<file path="src/rtl/instruction_fetch_unit_if.sv">
// Bus between the fetch unit, instruction memory, the redirect source and decode.
// master = fetch unit side, slave = environment side.
interface instruction_fetch_unit_if;
    logic [31:0] instruction_adress;
    logic [31:0] instruction;
    logic        redirect_valid;
    logic [31:0] redirect_pc;
    logic        id_ready;
    logic        if_valid;
    logic [31:0] if_pc;
    logic [31:0] if_instr;
    logic        halted;

    modport master (
        output instruction_adress, if_valid, if_pc, if_instr, halted,
        input  instruction, redirect_valid, redirect_pc, id_ready
    );
    modport slave (
        input  instruction_adress, if_valid, if_pc, if_instr, halted,
        output instruction, redirect_valid, redirect_pc, id_ready
    );
endinterface

</file>
<file path="src/rtl/instruction_fetch_unit.sv">
// Instruction fetch: PC register, 2-deep {pc, instr} queue towards decode,
// RUN/HALT state machine that stops on HALT_INSTR and restarts on redirect.
module instruction_fetch_unit #(
    parameter logic [31:0] RESET_PC   = 32'h0,
    parameter logic [31:0] HALT_INSTR = 32'h00100073
) (
    input logic                       clk,
    input logic                       rst_n,
    instruction_fetch_unit_if.master  bus
);
    typedef enum logic {RUN, HALT} state_t;
    typedef struct packed {
        logic [31:0] pc;
        logic [31:0] instr;
    } entry_t;

    state_t          state;
    logic [31:0]     pc;
    logic [1:0]      count;
    entry_t [1:0]    fifo;
    entry_t          new_e;
    logic            pop;
    logic            fetch;

    assign pop   = (count != 2'd0) && bus.id_ready;
    // A full queue can still accept a fetch when the head leaves this cycle.
    assign fetch = (state == RUN) && !bus.redirect_valid && ((count != 2'd2) || pop);

    always_comb begin
        new_e       = '0;
        new_e.pc    = pc;
        new_e.instr = bus.instruction;
    end

    always_ff @(posedge clk or negedge rst_n) begin
        if (!rst_n) begin
            state <= RUN;
            pc    <= {RESET_PC[31:2], 2'b00};
            count <= 2'd0;
            fifo  <= '0;
        end else if (bus.redirect_valid) begin
            // Redirect wins over everything: flush, retarget, no fetch this cycle.
            state <= RUN;
            pc    <= {bus.redirect_pc[31:2], 2'b00};
            count <= 2'd0;
        end else begin
            if (fetch) begin
                pc <= pc + 32'd4;
                if (bus.instruction == HALT_INSTR) state <= HALT;
            end
            case ({fetch, pop})
                2'b10: begin
                    if (count == 2'd0) fifo[0] <= new_e;
                    else               fifo[1] <= new_e;
                    count <= count + 2'd1;
                end
                2'b01: begin
                    fifo[0] <= fifo[1];
                    count   <= count - 2'd1;
                end
                2'b11: begin
                    if (count == 2'd1) begin
                        fifo[0] <= new_e;
                    end else begin
                        fifo[0] <= fifo[1];
                        fifo[1] <= new_e;
                    end
                end
                default: ;
            endcase
        end
    end

    assign bus.instruction_adress = pc;
    assign bus.if_valid           = (count != 2'd0);
    assign bus.if_pc              = fifo[0].pc;
    assign bus.if_instr           = fifo[0].instr;
    assign bus.halted             = (state == HALT);
endmodule
</file>
<file path="src/flat_wrapper.sv">
// flat-port wrapper written by rule: the top's interface ports become plain ports
module instruction_fetch_unit_flat 
#(
    parameter logic [31:0] RESET_PC   = 32'h0,
    parameter logic [31:0] HALT_INSTR = 32'h00100073
)
  (clk, rst_n, bus_instruction_adress, bus_if_valid, bus_if_pc, bus_if_instr, bus_halted, bus_instruction, bus_redirect_valid, bus_redirect_pc, bus_id_ready);
  instruction_fetch_unit_if bus_i ();
  input logic clk;
  input logic rst_n;
  output wire logic [$bits(bus_i.instruction_adress)-1:0] bus_instruction_adress;
  output wire logic [$bits(bus_i.if_valid)-1:0] bus_if_valid;
  output wire logic [$bits(bus_i.if_pc)-1:0] bus_if_pc;
  output wire logic [$bits(bus_i.if_instr)-1:0] bus_if_instr;
  output wire logic [$bits(bus_i.halted)-1:0] bus_halted;
  input wire logic [$bits(bus_i.instruction)-1:0] bus_instruction;
  input wire logic [$bits(bus_i.redirect_valid)-1:0] bus_redirect_valid;
  input wire logic [$bits(bus_i.redirect_pc)-1:0] bus_redirect_pc;
  input wire logic [$bits(bus_i.id_ready)-1:0] bus_id_ready;
  assign bus_instruction_adress = bus_i.instruction_adress;
  assign bus_if_valid = bus_i.if_valid;
  assign bus_if_pc = bus_i.if_pc;
  assign bus_if_instr = bus_i.if_instr;
  assign bus_halted = bus_i.halted;
  assign bus_i.instruction = bus_instruction;
  assign bus_i.redirect_valid = bus_redirect_valid;
  assign bus_i.redirect_pc = bus_redirect_pc;
  assign bus_i.id_ready = bus_id_ready;
  instruction_fetch_unit #(.RESET_PC(RESET_PC), .HALT_INSTR(HALT_INSTR)) u_core (.clk(clk), .rst_n(rst_n), .bus(bus_i));
endmodule
</file>
<file path="config.mk">
export PLATFORM = sky130hd
export DESIGN_NAME = instruction_fetch_unit_flat
export DESIGN_NICKNAME = d
export VERILOG_FILES = /design/src/rtl/instruction_fetch_unit_if.sv /design/src/rtl/instruction_fetch_unit.sv /design/src/flat_wrapper.sv
export SDC_FILE = /design/constraint.sdc
export NUM_CORES = 1
export LEC_CHECK = 0
export CAP_MARGIN = 10
export CORE_MARGIN = 2
export CORE_UTILIZATION = 64
export CTS_CLUSTER_SIZE = 8
export DETAILED_ROUTE_END_ITERATION = 10
export DONT_BUFFER_PORTS = 1
export PLACE_DENSITY = 0.79
export SKIP_LAST_GASP = 1
export SLEW_MARGIN = 5
export SYNTH_ARGS = -nofsm -noshare
export SYNTH_HDL_FRONTEND = slang
export SYNTH_SLANG_ARGS = --single-unit
export TNS_END_PERCENT = 100
</file>
<file path="constraint.sdc">
create_clock -name clk -period 4 [get_ports clk]
set_clock_uncertainty 0.1 [all_clocks]
set_input_delay 0.4 -clock clk [delete_from_list [all_inputs] [get_ports clk]]
set_output_delay 0.4 -clock clk [all_outputs]
set_load 0.005 [all_outputs]
</file>
==> metrics.yaml <==
power:
  p_per_area_mw_per_mm2: 782.9
  pwr-share-comb: 0.285
  seqPwrFrac: 0.434
  ir_drop_mv: 0.3775
  p_switching_mw: 2.073
  p_int_mw: 4.345
  leakage_nw: 3.342
  switching_share: 0.3231
  clkPwrFrac: 0.281
logic_synthesis:
  synth_enable_flop_cells: 0
  synth_cell_type_count: 38
  yosys.area.top_type_share: 0.5116
  yosys.area.top_type: "dfrtp_1"
  synth_ff_type: "dfrtp_1"
  synth-seq-cells: 158
  ys_seq_area_frac: 0.5116
  ys_async_sr_fraction: 1.000
  synth_common_cells: "dfrtp_1, nor2_1, buf_4, a21oi_1, mux2i_1"
  syn_area_sq_mm: 0.007729
  synthCells: 704
  yosysMostFrequentCell: "dfrtp_1"
  synth_area_leaders: "dfrtp_1, mux2_2, mux2i_1"
  synth-warning-count: 0
  avgSynthCellArea_sq_um: 10.98
setup_path:
  start_kind: "register"
  worstPathArrival_ns: 3.23
  end_kind: "register"
  crit_path_max_incr_delay_ns: 0.87
  required_ns: 4.16
  startpoint: "u_core.count[1]"
  crit_buf_inv: 2
  reg2reg_to: "u_core.bus.if_pc[5]"
  r2r_cells: 7
  worstPathCellList: "inv_1, ha_1, nand2b_1, a21oi_4, buf_4, mux2i_1, a21oi_1"
  crit_end: "u_core.bus.if_pc[5]"
  r2r-start: "u_core.count[1]"
  crit_slowest_cell: "a21oi_4"
  crit_type: "register to register"
  critPathTopFamily: "compound AO/OA/AOI/OAI gates"
  r2r_slack_ns: 0.93
  path_depth: 7
  cp_max_fo: 19
timing:
  fmax_mhz: 325.3
  holdWs_ns: -0.4288
  tightest_slew_ns: 1.016
  rsz0062_at_grt: "no"
  report.final.slew_viol_count: 0
  finalSetupTns_ns: 0
  setup_viol: 0
  fin_crit_sh: 0.7686
  final-hold-violation-count: 158
  final.min_clock_period_ns: 3.074
  slew_headroom: 0.3230
outcome:
  violations: "hold timing"
  outcome: "complete, but fails checks"
clock_tree:
  cts_resized: 0
  cts_hold_buf: 19
  cts_htree_levels: 4
  numCtsBuffers: 17
  cts_buffer_depth: 2
  cts.sinks: 158
  cts_setup_buffers: 0
  cts-root-buf: "clkbuf_16"
  path_clk_slew_ns: 0.06
  clock_latency_ns: 0.42
  cts_tree: "done"
route:
  ant_nets: 0
  via_per_inst: 6.155
  post_drt_wl_per_cell_microns: 20.43
  drc_errors: 0
  drt-initial-drc-count: 329
  dr.pass1.iters: 4
  vias: 4961
  finalWirelength_microns: 16470
die:
  die_area_sq_mm: 0.01297
  die_w_microns: 113.9
  initial_core_util: 0.6488
  core-area_sq_mm: 0.01191
  dieHeight_microns: 113.9
  rows: 40
  io_pins: 166
layout:
  stdcell_area_sq_mm: 0.008198
  layout-drive-gt1-share: 0.1669
  area_growth_pct: 6.071
  final_cells: 806
  num-nets-final: 718
  antenna_cells: 0
grt:
  grt_util_all_layers: 0.2636
  grt-ovfl-total: 0
  grt_pass1_vias: 5173
  grt_max_degree: 159
  antenna_found_initial: 0
  grt_first_pass_wirelength_microns: 26200
placement:
  gp_congestion: 0.7875
  placedCellCount: 753
  placedInstanceArea_sq_mm: 0.007311
  dp_hpwl_microns: 10430
  portBuffers: 0
flow_run:
  max_cap_violations: 0
min_path:
  hold_class: "input port to asynchronous set/reset pin"
stage by stage:
stage	total power [mW]	utilization	setup WS, ns
floorplan	4.591	-	1.912
global placement	4.465	0.6138	1.068
detailed placement	4.603	0.6138	0.9831
CTS	6.440	0.6866	0.9235
global route	6.791	0.6882	0.7725
finish	6.418	0.6882	0.9256
placed cells by master (no fill, tap or decap), drive strengths merged, types with 6 or more instances in the layout:
cell type / instances
buf: 7
dlygate4sd3: 20
inv: 7
nor2: 75
dfrtp: 158
o21ai: 31
nand2: 35
mux2i: 65
xnor2: 6
nand4: 17
mux2: 62
clkbuf: 23
xor2: 20
a21oi: 69
nand3: 16
registers in the layout (all words and copies together), names as in the netlist:
name and flops:
u_core.count 2, u_core.bus.if_pc 31, u_core.bus.instruction_adress 30, u_core.bus.halted 1, u_core.bus.if_instr 32, u_core.fifo 62
worst min-delay path by stage:
stage	from	to	slack [ns]	cells past startpoint
6_report	rst_n	u_core.bus.if_instr[22]	-0.43	0
5_1_grt	rst_n	u_core.bus.if_instr[21]	-0.45	0
4_1_cts	rst_n	u_core.fifo[87]	-0.45	0
3_5_place_dp	rst_n	u_core.bus.if_instr[24]	0.01	0
3_3_place_gp	rst_n	u_core.bus.if_instr[24]	0.008	0
2_1_floorplan	rst_n	u_core.bus.halted	0.004	0
worst register-to-register path, delay by kind of cell, from the launching register on:
family / cells / cell delay, ns
AO/OA/AOI/OAI: 2 / 0.96
adder cells (fa/ha/maj): 1 / 0.21
buffers and inverters: 2 / 0.47
flip-flops: 1 / 0.39
multiplexers: 1 / 0.27
AND/OR/NAND/NOR: 1 / 0.52
cells by family after synthesis:
kind of cell	count (synthesis)	synth area share
AOI/OAI and AO/OA	109	0.08240
xor gates and xnor gates	26	0.02946
adders and majority gates	4	0.006476
buffers and inverters	111	0.09276
DFF	158	0.5116
muxes	127	0.1745
other	1	0.0004852
and+or+nand+nor	168	0.1023
cell type report:
cell class	instances	area (sq um)
inverters	6	22.52
repair buffers	27	277.8
clock inverters	9	178.9
clock buffers	23	488.0
well taps	147	183.9
multi-input cells	436	3093
flip-flops and latches	158	3954
fillers	871	3714
power groups by stage:
stage	logic, mW	registers [mW]	clock network (mW)
after global placement	1.71	2.76	0
after CTS	1.84	2.78	1.82
after floorplan	2.01	2.58	0
after detailed placement	1.80	2.80	0
final	1.83	2.78	1.80
after global routing	2.03	2.86	1.90
metal layers:
layer	routed length, microns	up-vias	GRT usage
li1	-	2262	-
met5	0	-	0
met4	475	0	0.1350
met2	8325	172	0.4427
met1	6475	2489	0.3054
met3	1193	38	0.08289
(Power assumes the default switching activity.)
